**config.mk**
```make
export PLATFORM = sky130hd
export DESIGN_NAME = mem_access_ctrl_flat
export DESIGN_NICKNAME = d
export VERILOG_FILES = /design/src/rtl/mem_access_ctrl_pkg.sv /design/src/rtl/mem_access_ctrl_if.sv /design/src/rtl/mem_access_ctrl_wdata.sv /design/src/rtl/mem_access_ctrl.sv /design/src/flat_wrapper.sv
export SDC_FILE = /design/constraint.sdc
export NUM_CORES = 1
export LEC_CHECK = 0
export CAP_MARGIN = 10
export CORE_AREA = 2 2 59 61
export DETAILED_ROUTE_END_ITERATION = 8
export DIE_AREA = 0 0 61 63
export DONT_BUFFER_PORTS = 1
export PLACE_DENSITY = 0.71
export SYNTH_ARGS = -nofsm -noshare
export SYNTH_HDL_FRONTEND = slang
export SYNTH_SLANG_ARGS = --single-unit
```
**constraint.sdc**
```tcl
create_clock -name clk -period 2.4 [get_ports clk]
set_input_delay 0.24 -clock clk [delete_from_list [all_inputs] [get_ports clk]]
set_output_delay 0.24 -clock clk [all_outputs]
set_load 0.05 [all_outputs]
```
**src/rtl/mem_access_ctrl_pkg.sv**
```systemverilog
// mem_access_pkg: shared op encodings, FSM state enum and default widths
// for the memory access sequencer.
// Build option: MEM_ACCESS_VERIFY_EN adds the VERIFY state.
package mem_access_pkg;

  localparam int DW_DEF = 8;
  localparam int AW_DEF = 8;

  typedef enum logic [1:0] {
    OP_LOAD  = 2'b00,
    OP_STORE = 2'b01,
    OP_ADD   = 2'b10,
    OP_SWAP  = 2'b11
  } op_e;

  typedef enum logic [2:0] {
    ST_IDLE   = 3'd0,
    ST_READ   = 3'd1,
    ST_WRITE  = 3'd2,
`ifdef MEM_ACCESS_VERIFY_EN
    ST_VERIFY = 3'd3,
`endif
    ST_RESP   = 3'd4
  } state_e;

endpackage

```
**src/rtl/mem_access_ctrl_if.sv**
```systemverilog
// mem_access_ctrl_if: request/response handshake bundle between the execute
// stage (master) and the memory access sequencer (slave).
interface mem_access_ctrl_if #(
  parameter int DW = 8,
  parameter int AW = 8
);

  logic          req_valid;
  logic          req_ready;
  logic [1:0]    req_op;
  logic [AW-1:0] req_addr;
  logic [DW-1:0] req_wdata;

  logic          rsp_valid;
  logic          rsp_ready;
  logic [DW-1:0] rsp_rdata;
  logic          rsp_err;

  modport master (
    output req_valid, req_op, req_addr, req_wdata, rsp_ready,
    input  req_ready, rsp_valid, rsp_rdata, rsp_err
  );

  modport slave (
    input  req_valid, req_op, req_addr, req_wdata, rsp_ready,
    output req_ready, rsp_valid, rsp_rdata, rsp_err
  );

endinterface

```
**src/rtl/mem_access_ctrl_wdata.sv**
```systemverilog
// mem_access_wdata: selects the RAM write data. ADD writes the wrapped sum of
// the old word and the addend; STORE/SWAP write the request data unchanged.
module mem_access_wdata
  import mem_access_pkg::*;
#(
  parameter int DW = DW_DEF
) (
  input  op_e           op,
  input  logic [DW-1:0] old_data,
  input  logic [DW-1:0] wdata,
  output logic [DW-1:0] wr_data
);

  // carry out of the adder is intentionally discarded
  always_comb begin
    wr_data = wdata;
    if (op == OP_ADD) begin
      wr_data = old_data + wdata;
    end
  end

endmodule

```
**src/rtl/mem_access_ctrl.sv**
```systemverilog
// mem_access_ctrl: sequences LOAD / STORE / ADD / SWAP requests onto a
// 256x8 RAM with combinational read and write-on-posedge when ram_rw=1.
// Build option: MEM_ACCESS_VERIFY_EN enables a read-back VERIFY cycle after
// every write and reports mismatches on rsp_err.
//
// state  | meaning
// IDLE   | ready for a request; latches op/addr/wdata on req_valid
// READ   | address driven, old word captured into old_q
// WRITE  | ram_rw high for one cycle with the selected write data
// VERIFY | read back the address and compare with the written value
// RESP   | response held until rsp_ready
module mem_access_ctrl
  import mem_access_pkg::*;
#(
  parameter int DW = DW_DEF,
  parameter int AW = AW_DEF
) (
  input  logic               clk,
  input  logic               rst,
  mem_access_ctrl_if.slave   bus,
  output logic               ram_rw,
  output logic [AW-1:0]      ram_addr,
  output logic [DW-1:0]      ram_wdata,
  input  logic [DW-1:0]      ram_rdata,
  output logic               busy
);

  state_e        state;
  state_e        state_nx;
  op_e           op_q;
  logic [AW-1:0] addr_q;
  logic [DW-1:0] wdata_q;
  logic [DW-1:0] old_q;
  logic          err_q;
  logic [DW-1:0] wr_data;
  logic          accept;
  op_e           req_op_e;

  assign req_op_e = op_e'(bus.req_op);
  assign accept   = (state == ST_IDLE) && bus.req_valid;

  mem_access_wdata #(.DW(DW)) u_wdata (
    .op       (op_q),
    .old_data (old_q),
    .wdata    (wdata_q),
    .wr_data  (wr_data)
  );

  // state register
  always_ff @(posedge clk) begin
    if (rst) begin
      state <= ST_IDLE;
    end else begin
      state <= state_nx;
    end
  end

  // next-state decode
  always_comb begin
    state_nx = state;
    case (state)
      ST_IDLE: begin
        if (bus.req_valid) begin
          state_nx = (req_op_e == OP_STORE) ? ST_WRITE : ST_READ;
        end
      end
      ST_READ: begin
        state_nx = (op_q == OP_LOAD) ? ST_RESP : ST_WRITE;
      end
      ST_WRITE: begin
`ifdef MEM_ACCESS_VERIFY_EN
        state_nx = ST_VERIFY;
`else
        state_nx = ST_RESP;
`endif
      end
`ifdef MEM_ACCESS_VERIFY_EN
      ST_VERIFY: begin
        state_nx = ST_RESP;
      end
`endif
      ST_RESP: begin
        if (bus.rsp_ready) begin
          state_nx = ST_IDLE;
        end
      end
      default: begin
        state_nx = ST_IDLE;
      end
    endcase
  end

  // request capture and old-word capture
  always_ff @(posedge clk) begin
    if (rst) begin
      op_q    <= OP_LOAD;
      addr_q  <= '0;
      wdata_q <= '0;
      old_q   <= '0;
    end else begin
      if (accept) begin
        op_q    <= req_op_e;
        addr_q  <= bus.req_addr;
        wdata_q <= bus.req_wdata;
      end
      if (state == ST_READ) begin
        old_q <= ram_rdata;
      end
    end
  end

`ifdef MEM_ACCESS_VERIFY_EN
  logic [DW-1:0] written_q;

  // hold the written word and flag a read-back mismatch; a LOAD clears the flag
  always_ff @(posedge clk) begin
    if (rst) begin
      written_q <= '0;
      err_q     <= 1'b0;
    end else begin
      if (state == ST_WRITE) begin
        written_q <= wr_data;
      end
      if (state == ST_VERIFY) begin
        err_q <= (ram_rdata != written_q);
      end else if (accept && (req_op_e == OP_LOAD)) begin
        err_q <= 1'b0;
      end
    end
  end
`else
  assign err_q = 1'b0;
`endif

  // outputs; everything is forced low while rst is high so no write can slip
  // out in the reset cycle even if the state register still says WRITE
  always_comb begin
    bus.req_ready = 1'b0;
    bus.rsp_valid = 1'b0;
    bus.rsp_rdata = '0;
    bus.rsp_err   = 1'b0;
    ram_rw        = 1'b0;
    ram_addr      = '0;
    ram_wdata     = '0;
    busy          = 1'b0;
    if (!rst) begin
      busy = (state != ST_IDLE);
      case (state)
        ST_IDLE: begin
          bus.req_ready = 1'b1;
        end
        ST_READ: begin
          ram_addr = addr_q;
        end
        ST_WRITE: begin
          ram_rw    = 1'b1;
          ram_addr  = addr_q;
          ram_wdata = wr_data;
        end
`ifdef MEM_ACCESS_VERIFY_EN
        ST_VERIFY: begin
          ram_addr = addr_q;
        end
`endif
        ST_RESP: begin
          bus.rsp_valid = 1'b1;
          bus.rsp_rdata = (op_q == OP_STORE) ? '0 : old_q;
          bus.rsp_err   = err_q;
        end
        default: begin
        end
      endcase
    end
  end

endmodule

```
**src/flat_wrapper.sv**
```systemverilog
// flat-port wrapper written by rule: the top's interface ports become plain ports
module mem_access_ctrl_flat import mem_access_pkg::*;
#(
  parameter int DW = DW_DEF,
  parameter int AW = AW_DEF
)
  (clk, rst, ram_rw, ram_addr, ram_wdata, ram_rdata, busy, bus_req_valid, bus_req_op, bus_req_addr, bus_req_wdata, bus_rsp_ready, bus_req_ready, bus_rsp_valid, bus_rsp_rdata, bus_rsp_err);
  mem_access_ctrl_if #(.DW(DW), .AW(AW)) bus_i ();
  input  logic clk;
  input  logic rst;
  output logic ram_rw;
  output logic [AW-1:0] ram_addr;
  output logic [DW-1:0] ram_wdata;
  input  logic [DW-1:0] ram_rdata;
  output logic busy;
  input wire logic [$bits(bus_i.req_valid)-1:0] bus_req_valid;
  input wire logic [$bits(bus_i.req_op)-1:0] bus_req_op;
  input wire logic [$bits(bus_i.req_addr)-1:0] bus_req_addr;
  input wire logic [$bits(bus_i.req_wdata)-1:0] bus_req_wdata;
  input wire logic [$bits(bus_i.rsp_ready)-1:0] bus_rsp_ready;
  output wire logic [$bits(bus_i.req_ready)-1:0] bus_req_ready;
  output wire logic [$bits(bus_i.rsp_valid)-1:0] bus_rsp_valid;
  output wire logic [$bits(bus_i.rsp_rdata)-1:0] bus_rsp_rdata;
  output wire logic [$bits(bus_i.rsp_err)-1:0] bus_rsp_err;
  assign bus_i.req_valid = bus_req_valid;
  assign bus_i.req_op = bus_req_op;
  assign bus_i.req_addr = bus_req_addr;
  assign bus_i.req_wdata = bus_req_wdata;
  assign bus_i.rsp_ready = bus_rsp_ready;
  assign bus_req_ready = bus_i.req_ready;
  assign bus_rsp_valid = bus_i.rsp_valid;
  assign bus_rsp_rdata = bus_i.rsp_rdata;
  assign bus_rsp_err = bus_i.rsp_err;
  mem_access_ctrl #(.DW(DW), .AW(AW)) u_core (.clk(clk), .rst(rst), .bus(bus_i), .ram_rw(ram_rw), .ram_addr(ram_addr), .ram_wdata(ram_wdata), .ram_rdata(ram_rdata), .busy(busy));
endmodule
```
==> results of run 1 <==
-- synthesized netlist by cell type, types with 2 or more instances --
| cell type | n |
|---|---|
| nor2b_1 | 4 |
| nand3_1 | 7 |
| a21o_1 | 2 |
| clkbuf_1 | 8 |
| o21ai_0 | 3 |
| and2_1 | 18 |
| a211oi_1 | 2 |
| inv_1 | 8 |
| buf_6 | 2 |
| o21bai_1 | 2 |
| a21oi_1 | 28 |
| nor2_1 | 13 |
| mux2i_1 | 8 |
| buf_2 | 2 |
| ha_1 | 7 |
| nor4_1 | 3 |
| nand2b_1 | 2 |
| nand4_1 | 2 |
| nand2_1 | 45 |
| dfxtp_1 | 29 |
| o21a_1 | 2 |
| nor3_1 | 6 |
| mux2_2 | 2 |
-- report_power, final --
part	total, mW	switching (mW)	internal [mW]
combinational	0.237	0.143	0.0936
clock	0.380	0.168	0.212
sequential	0.545	0.0306	0.515
-- path summary, 6_finish.rpt --
path | endpoint | start | cells after the start
max | ram_wdata[6] | u_core.old_q[0] | 9
min | u_core.wdata_q[1] | bus_req_wdata[1] | 2
max reg2reg | u_core.wdata_q[5] | u_core.state[2] | 5
min reg2reg | u_core.addr_q[4] | u_core.addr_q[4] | 2
-- flip-flops by register name, indices dropped and copies added, names as in the netlist --
register,flops
u_core.addr_q,8
u_core.op_q,2
u_core.state,3
u_core.wdata_q,8
u_core.old_q,8
-- critical path: cells and delay by family (launching register included) --
kind,cells,cell delay (ps)
compound gates,3,610
fa+ha+maj,2,500
buf+inv,2,170
flops,1,380
simple gates,2,220
-- stage by stage --
step / setup WS, ps / instance area, um2 / instances / hold WS [ps] / util
final: -46.5 / 2270 / 295 / 38.0 / 0.703
after global routing: -159 / 2270 / 295 / 23.4 / 0.703
after CTS: -102 / 2240 / 293 / 23.8 / 0.693
after detailed placement: 93.6 / 2050 / 282 / 313 / 0.635
after global placement: 159 / 2050 / 282 / 312 / 0.635
after floorplan: 13.7 / 1720 / 222 / 376 / -
-- layer usage --
metal,track usage,vias to the layer above
met5,0,-
met4,0.114,0
met3,0.0704,10
met2,0.392,50
met1,0.259,742
li1,-,810
-- cell type report --
class / instances / share of cell area
multi-input combinational: 172 / 0.496
sequential: 29 / 0.261
timing repair buffer: 33 / 0.172
tap: 46 / 0.0253
clock buffer: 5 / 0.0165
clock inverter: 2 / 0.0154
inverter: 8 / 0.0132
-- logic make-up (layout without fill, tap and decap cells) --
family,after synthesis,after routing,share of synthesized area
flip-flops,29,29,0.341
other,1,1,0.00220
multiplexers,10,10,0.0603
adder cells (fa/ha/maj),8,8,0.0632
XOR/XNOR,1,1,0.00514
buffers and inverters,21,48,0.0588
AO/OA/AOI/OAI,47,47,0.167
AND/OR/NAND/NOR,105,105,0.303
-- what timing repair did --
| item | CTS | global route |
|---|---|---|
| pin swaps | 8 | 4 |
| buffers inserted | 3 | 2 |
| hold buffers | 1 | 0 |
| endpoints found under the setup margin | 4 | 4 |
| endpoints found under the hold margin | 29 | 0 |
| gates cloned | 0 | 0 |
| gates resized for setup | 22 | 3 |
==> results by group, run 1 <==
GRT
  – Overflow after GRT: 0
  – First-pass GRT wire length: 6.83 mm
  – Antenna violations before repair: 0
  – Largest net degree at the start of global routing: 30
  – Vias in the first global route: 1633
  – Total track usage: 0.234

Timing
  – Slew Limit Headroom: 0.278
  – Final worst slack: -46.5 ps
  – Period Utilization, post-route: 1.02
  – # setup viols final: 1
  – Tmin final: 2450 ps
  – Worst-Margin Slew: 1080 ps
  – Hold Violations, Final: 0
  – Worst Skew: 2.92 ps
  – TNS Setup: -46.5 ps
  – F_max: 409 MHz
  – Slew Viols, Final: 0
  – Unrepaired setup endpoints after global routing: true

Placement
  – PortBufs: 0
  – Gp weighted congestion: 0.865
  – Detailed placer's ending HPWL: 2.84 mm

Outcome
  – Status: finished with violations
  – Failing checks: setup timing

Setup path
  – CP required: 2160 ps
  – Critical path class: reg2out
  – Worst endpoint data arrival time: 2210 ps
  – Critical path's slowest cell: dfxtp_4
  – Crit. End Element: primary output
  – Startpoint types: register
  – R2R setup slack: 720 ps
  – Crit-path max FO: 3
  – Worst path max stage delay: 380 ps
  – Crit path cell chain: ha_4, inv_2, fa_2, nor2b_4, o21a_1, o21bai_1, a2111o_1, nand3_2, buf_12

Power and ir drop
  – PD cells: 511 nW/um2
  – Static Leak: 0.892 nW
  – Worst VDD drop: 473 uV
  – Total power: 1.16 mW

Synth
  – Yosys warnings: 0
  – Share of the synthesized area in the top cell type: 0.341
  – Yosys top cell by area: dfxtp_1
  – Syn_nets: 260
  – Mapped Cells: 222
  – #FFs+latches synth: 29
  – Sequential area share after synthesis: 0.341
  – Async SR Flop Fraction: 0
  – Synthesized area: 1700 um2
  – Top post-synthesis cells by area: dfxtp_1 34%, nand2_1 9.9%, a21oi_1 8.2%, and2_1 6.6%, ha_1 5.1%
  – Avg Inst Size Synth: 7.67 um2
  – Synth cell types: 40
  – EDFF count, synth: 0
  – Commonest register cell after synthesis: dfxtp_1

Layout
  – Area of the multi-input gates: 1130 um2
  – Most common cell after layout, fill and taps aside: nand2_1
  – N_diodes: 0
  – Area Overhead vs Synth: 33.5%
  – Layout cell share with drive strength beyond 1: 0.269
  – Sequential Area: 593 um2
  – # fillers: 271
  – Final net count: 287
  – Commonest cells after routing, fill and taps aside: 45 x nand2_1, 27 x a21oi_1, 23 x dfxtp_1, 20 x buf_4, 18 x and2_1

Drt
  – Via/cell ratio: 5.46
  – # DRC: 0
  – Drt pass-1 iters: 4
  – DRT iter0 DRCs: 42
  – Routed wl met3: 255 um
  – M1 wire length: 1.66 mm
  – WL final: 4.03 mm
  – Final ANT Viol Nets: 0
  – Max layer used: met4
  – Met2 wire len: 2.01 mm
  – Routed wire per std cell: 13.7 um
  – Vias: 1612

Clocking
  – H-tree lvl count: 2
  – CTS tree: built
  – CTS sink cnt: 29
  – Num CTS Buffers: 5
  – Worst-path clk slew: 90 ps
  – Max Root-Sink Buffers: 2
  – CTS Root Cell: clkbuf_4
  – Clk_lat worst skew: 320 ps

Floorplanning
  – Initial core utilization: 0.527
  – Core box area: 3230 um2
  – Ports: 59
  – Die area: 3840 um2
  – Vert. Die Dim: 63 um
  – FP Rows: 21
  – Die W: 61 um

Run
  – Maxcap violations: 0

Min path
  – HP Class: in2reg
No activity file was read; power rests on OpenSTA's default activity.
==> inputs of run 2 (changes only) <==
--- a/config.mk
+++ b/config.mk
@@ -6,11 +6,13 @@
 export NUM_CORES = 1
 export LEC_CHECK = 0
 export CAP_MARGIN = 10
-export CORE_AREA = 2 2 59 61
+export CELL_PAD_IN_SITES_DETAIL_PLACEMENT = 1
+export CELL_PAD_IN_SITES_GLOBAL_PLACEMENT = 2
+export CORE_AREA = 2 2 74 76
 export DETAILED_ROUTE_END_ITERATION = 8
-export DIE_AREA = 0 0 61 63
+export DIE_AREA = 0 0 76 78
 export DONT_BUFFER_PORTS = 1
-export PLACE_DENSITY = 0.71
+export PLACE_DENSITY = 0.82
 export SYNTH_ARGS = -nofsm -noshare
 export SYNTH_HDL_FRONTEND = slang
 export SYNTH_SLANG_ARGS = --single-unit
==> run 2 against run 1 <==
Sequential power rose by 0.7%. Global-route usage decreased by 5.4 points. The flow still finishes with violations (setup timing). Critical path depth decreased by 2. Non-clock buffer count increased by 3. Flip-flop and latch count stayed put. Worst hold slack lost 21 ps. Core utilization shrank 23 points.
==> results by group, run 2 (synthesis gave the netlist of run 1 again) <==
Outcome
  – Status: finished with violations
  – Failing checks: setup timing

Run
  – Maxcap violations: 0

Timing
  – Worst Skew: 3.45 ps
  – Period Utilization, post-route: 1.02
  – Hold_ws: 16.8 ps
  – TNS Setup: -75.1 ps
  – F_max: 408 MHz
  – Final worst slack: -49.3 ps
  – Hold Violations, Final: 0
  – Slew Viols, Final: 0
  – Unrepaired setup endpoints after global routing: true
  – # setup viols final: 3
  – Worst-Margin Slew: 683 ps
  – Tmin final: 2450 ps
  – Slew Limit Headroom: 0.544

Power and ir drop
  – Worst VDD drop: 283 uV
  – Cell Int Power: 0.925 mW
  – Sw frac: 0.295
  – Reg power frac: 0.418
  – Clock power share: 0.395
  – Comb pwr share: 0.187
  – Switching power: 0.386 mW
  – PD cells: 551 nW/um2
  – Static Leak: 0.916 nW

Drt
  – Via/cell ratio: 5.17
  – Max layer used: met4
  – Vias: 1669
  – Met2 wire len: 2.75 mm
  – M1 wire length: 2.23 mm
  – # DRC: 0
  – WL final: 5.29 mm
  – Final ANT Viol Nets: 0
  – Routed wire per std cell: 16.4 um
  – Drt pass-1 iters: 4
  – DRT iter0 DRCs: 56
  – Routed wl met3: 196 um

Layout
  – Layout cell share with drive strength beyond 1: 0.261
  – Sequential Area: 586 um2
  – # fillers: 607
  – Commonest cells after routing, fill and taps aside: 45 x nand2_1, 27 x a21oi_1, 25 x dfxtp_1, 19 x buf_4, 18 x and2_1
  – Most common cell after layout, fill and taps aside: nand2_1
  – N_diodes: 0
  – Area of the multi-input gates: 1130 um2
  – Final net count: 290
  – Design area: 2380 um2
  – Area Overhead vs Synth: 39.7%
  – Biggest regs: u_core.addr_q (8), u_core.old_q (8), u_core.wdata_q (8)

Min path
  – HP Class: in2reg
  – WHS Endpoint: u_core.addr_q[3]
  – Hold path start: rst
  – Hold Crit Depth: 1

Floorplanning
  – Vert. Die Dim: 78 um
  – Die area: 5930 um2
  – Die W: 76 um
  – Ports: 59
  – FP Rows: 26
  – Core box area: 5040 um2
  – Initial core utilization: 0.338

GRT
  – Vias in the first global route: 1748
  – Largest net degree at the start of global routing: 35
  – First-pass GRT wire length: 8.45 mm
  – Overflow after GRT: 0
  – Antenna violations before repair: 0
  – Total track usage: 0.180

Setup path
  – Startpoint types: register
  – R2R setup slack: 620 ps
  – Setup crit start: u_core.wdata_q[3]
  – CP required: 2160 ps
  – Critical path's slowest cell: mux2_2
  – CP Buf/Inv Count: 1
  – Worst Reg2Reg Path Length in Cells: 5
  – Reg2reg start: u_core.state[2]
  – Crit-path max FO: 3
  – Worst endpoint data arrival time: 2210 ps
  – Worst reg2reg path endpoint: u_core.wdata_q[0]
  – Crit. End Element: primary output
  – Worst path max stage delay: 370 ps
  – Critical path class: reg2out
  – CP delay by family, top: compound AO/OA/AOI/OAI gates
  – Crit path cell chain: ha_1, o21ai_1, nor3_2, mux2_2, a21o_1, a21oi_2, buf_6

Clocking
  – CTS Root Cell: clkbuf_8
  – CTS tree: built
  – Clk_lat worst skew: 280 ps
  – CTS sink cnt: 29
  – Max Root-Sink Buffers: 2
  – H-tree lvl count: 2
  – Num CTS Buffers: 5
  – Worst-path clk slew: 70 ps

Placement
  – DP Area: 2090 um2
  – PortBufs: 0
  – Gp weighted congestion: 0.785
  – Detailed placer's ending HPWL: 3.49 mm
==> run 2: changes by cell type in the layout (fill, tap and decap cells not counted), sizes merged <==
cell         before  now
dlygate4sd3       1    4
clkinvlp          0    1
==> run 2: repair_timing <==
| action | 4_1_cts | 5_1_grt |
|---|---|---|
| setup endpoints to repair | 4 | 4 |
| pin swaps | 6 | 4 |
| hold endpoints to repair | 1 | 2 |
| gates resized for setup | 16 | 5 |
| buffers inserted | 4 | 0 |
| cloned | 0 | 0 |
| hold buffers | 1 | 3 |
==> run 2: area by class of cell <==
cell class,count,area share
clock buffer,5,0.0289
clock inverter,3,0.0195
inverter,8,0.0126
multi-input combinational,172,0.477
sequential,29,0.246
tap,70,0.0368
timing repair buffer,36,0.179
==> run 2: worst max-delay path by stage <==
stage                         endpoint  slack, ps  cells after the start
after global routing      ram_wdata[7]       -160                      7
after detailed placement  ram_wdata[6]         60                      9
final                     ram_wdata[7]        -50                      7
after CTS                 ram_wdata[6]        -30                      9
after floorplan           ram_wdata[6]         10                      7
after global placement    ram_wdata[6]        150                      9
==> run 2: routing by layer <==
metal | track usage | up-vias
met5 | 0 | -
met4 | 0.0673 | 0
met3 | 0.0419 | 10
met2 | 0.324 | 43
met1 | 0.207 | 799
li1 | - | 817
==> run 2: power by group through the flow <==
stage | Sequential (mW) | Clock (mW) | Combinational (mW)
CTS | 0.548 | 0.533 | 0.235
finish | 0.549 | 0.517 | 0.245
detailed placement | 0.554 | 0 | 0.217
global placement | 0.552 | 0 | 0.212
floorplan | 0.543 | 0 | 0.178
global route | 0.553 | 0.558 | 0.274
==> run 2: metrics by stage <==
stage	setup WS, ps	utilization	std cells	power, mW
after floorplan	13.7	-	222	0.721
after global placement	153	0.414	307	0.764
after detailed placement	63.8	0.414	307	0.772
after CTS	-30.9	0.462	320	1.32
after global routing	-157	0.472	323	1.38
final	-49.3	0.472	323	1.31
==> inputs of run 3 (changes only) <==
==> constraint.sdc (replaced) <==
create_clock -name clk -period 2.4 [get_ports clk]
set_input_delay 0.12 -clock clk [delete_from_list [all_inputs] [get_ports clk]]
set_output_delay 0.12 -clock clk [all_outputs]
set_load 0.05 [all_outputs]
==> run 3 against run 2 <==
The flow now finishes without violations. Global-route usage decreased by 0.18 points. Largest cell class unchanged. Total power increased by 2.5%. Clock skew increased by 4.4 ps. Flip-flop and latch count unchanged. Die area unchanged.
==> results by group, run 3 (synthesis gave the netlist of run 1 again) <==
Timing
  – Worst Skew: 7.87 ps
  – Period Utilization, post-route: 0.998
  – F_max: 417 MHz
  – Final worst slack: 3.73 ps
  – Hold Violations, Final: 0
  – TNS Setup: 0 ps
  – Slew Limit Headroom: 0.214
  – Unrepaired setup endpoints after global routing: true
  – Tmin final: 2400 ps
  – Worst-Margin Slew: 1180 ps
  – Slew Viols, Final: 0
  – # setup viols final: 0

Power and ir drop
  – Worst VDD drop: 313 uV
  – Sw frac: 0.286
  – Clock power share: 0.401
  – Static Leak: 0.982 nW
  – Comb pwr share: 0.194
  – PD cells: 540 nW/um2
  – Reg power frac: 0.405
  – Switching power: 0.384 mW
  – Cell Int Power: 0.960 mW

GRT
  – Vias in the first global route: 1746
  – Total track usage: 0.178
  – Overflow after GRT: 0
  – Largest net degree at the start of global routing: 30
  – First-pass GRT wire length: 8.42 mm
  – Antenna violations before repair: 0

Drt
  – Vias: 1723
  – DRT iter0 DRCs: 23
  – Routed wire per std cell: 15.4 um
  – WL final: 5.24 mm
  – Via/cell ratio: 5.07
  – Final ANT Viol Nets: 0
  – Drt pass-1 iters: 2
  – # DRC: 0

Min path
  – HP Class: in2reg
  – Hold path start: ram_rdata[0]
  – Hold Crit Depth: 2
  – WHS Endpoint: u_core.old_q[0]

Floorplanning
  – Ports: 59
  – Vert. Die Dim: 78 um
  – Die W: 76 um
  – Initial core utilization: 0.338
  – Core box area: 5040 um2
  – FP Rows: 26
  – Die area: 5930 um2

Setup path
  – R2R setup slack: 290 ps
  – CP delay by family, top: compound AO/OA/AOI/OAI gates
  – Startpoint types: register
  – Reg2reg start: u_core.state[2]
  – CP required: 2280 ps
  – Worst Reg2Reg Path Length in Cells: 6
  – Critical path class: reg2out
  – Worst path depth: 9
  – Crit-path max FO: 3
  – Crit. End Element: primary output
  – Worst endpoint data arrival time: 2280 ps
  – CP Buf/Inv Count: 2
  – Worst reg2reg path endpoint: u_core.addr_q[1]
  – Worst path max stage delay: 420 ps
  – Crit path cell chain: ha_4, inv_2, fa_2, nor2b_4, o21a_1, o21bai_2, a2111o_1, nand3_2, buf_12
  – Critical path's slowest cell: a2111o_1

Placement
  – Detailed placer's ending HPWL: 3.45 mm
  – PortBufs: 0
  – Placed Cells: 305
  – Pre-CTS setup slack: 163 ps
  – Gp weighted congestion: 0.748

Layout
  – N_diodes: 0
  – Most common cell after layout, fill and taps aside: nand2_1
  – # fillers: 609
  – Fin cells: 340
  – Layout cell share with drive strength beyond 1: 0.211
  – Commonest cells after routing, fill and taps aside: 44 x nand2_1, 28 x a21oi_1, 26 x dfxtp_1, 24 x dlygate4sd3_1, 18 x buf_4
  – Area Overhead vs Synth: 46.2%
  – Final net count: 307
  – Biggest regs: u_core.addr_q (8), u_core.old_q (8), u_core.wdata_q (8)

Clocking
  – CTS sink cnt: 29
  – Max Root-Sink Buffers: 2
  – Clk_lat worst skew: 280 ps
  – CTS tree: built
  – Num CTS Buffers: 5
  – CTS Root Cell: clkbuf_8
  – H-tree lvl count: 2
  – Worst-path clk slew: 60 ps

Outcome
  – Status: complete, no violations

Run
  – Maxcap violations: 0
run 3: changes by cell type in the layout (fill, tap and decap cells not counted), moves of 2 or more:
cell and change:
dlygate4sd3_1 +20, ha_1 +4, ha_4 -4, dfxtp_2 -2, nor3_1 +2, nor3_2 -2
run 3: how the worst max path moves through the flow:
| stage | from | endpoint |
|---|---|---|
| after floorplan | u_core.wdata_q[1] | ram_wdata[7] |
| after global placement | u_core.wdata_q[0] | ram_wdata[6] |
| after detailed placement | u_core.wdata_q[0] | ram_wdata[6] |
| after CTS | u_core.wdata_q[0] | ram_wdata[6] |
| after global routing | u_core.wdata_q[0] | ram_wdata[6] |
| final | u_core.wdata_q[0] | ram_wdata[6] |
run 3: power by group through the flow:
stage	clock network (mW)	registers [mW]	logic, mW
after floorplan	0	0.543	0.176
after global placement	0	0.552	0.211
after detailed placement	0	0.554	0.214
after CTS	0.549	0.544	0.257
after global routing	0.570	0.549	0.288
final	0.539	0.544	0.260
run 3: repair_timing:
item / CTS / global route
endpoints found under the hold margin: 29 / 0
resized for setup: 7 / 9
hold buffers: 24 / 0
setup buffers: 2 / 1
pin swaps: 1 / 4
setup endpoints to repair: 2 / 4
run 3: area by class of cell:
class / instances / area [um2] / area share
inverters: 8 / 30.0 / 0.0121
clock inverters: 2 / 37.5 / 0.0151
clock buffers: 6 / 82.6 / 0.0332
multi-input cells: 172 / 1080 / 0.433
well taps: 70 / 87.6 / 0.0352
flip-flops and latches: 29 / 587 / 0.236
repair buffers: 53 / 587 / 0.236
run 3: per-stage QoR:
| step | power [mW] | area, um2 | util | hold WS (ps) |
|---|---|---|---|---|
| after global routing | 1.41 | 2490 | 0.494 | 1.76 |
| final | 1.34 | 2490 | 0.494 | 4.04 |
| after global placement | 0.763 | 2060 | 0.408 | 191 |
| after CTS | 1.35 | 2450 | 0.486 | 0.0214 |
| after detailed placement | 0.769 | 2060 | 0.408 | 193 |
| after floorplan | 0.719 | 1710 | - | 256 |
run 3: per-layer routing:
metal  global-route usage  up-vias  wire (um)
li1                     -      854          -
met1                0.192      824       2110
met2                0.337       38       2830
met3               0.0419        7        204
met4               0.0673        0         82
met5                    0        -          0
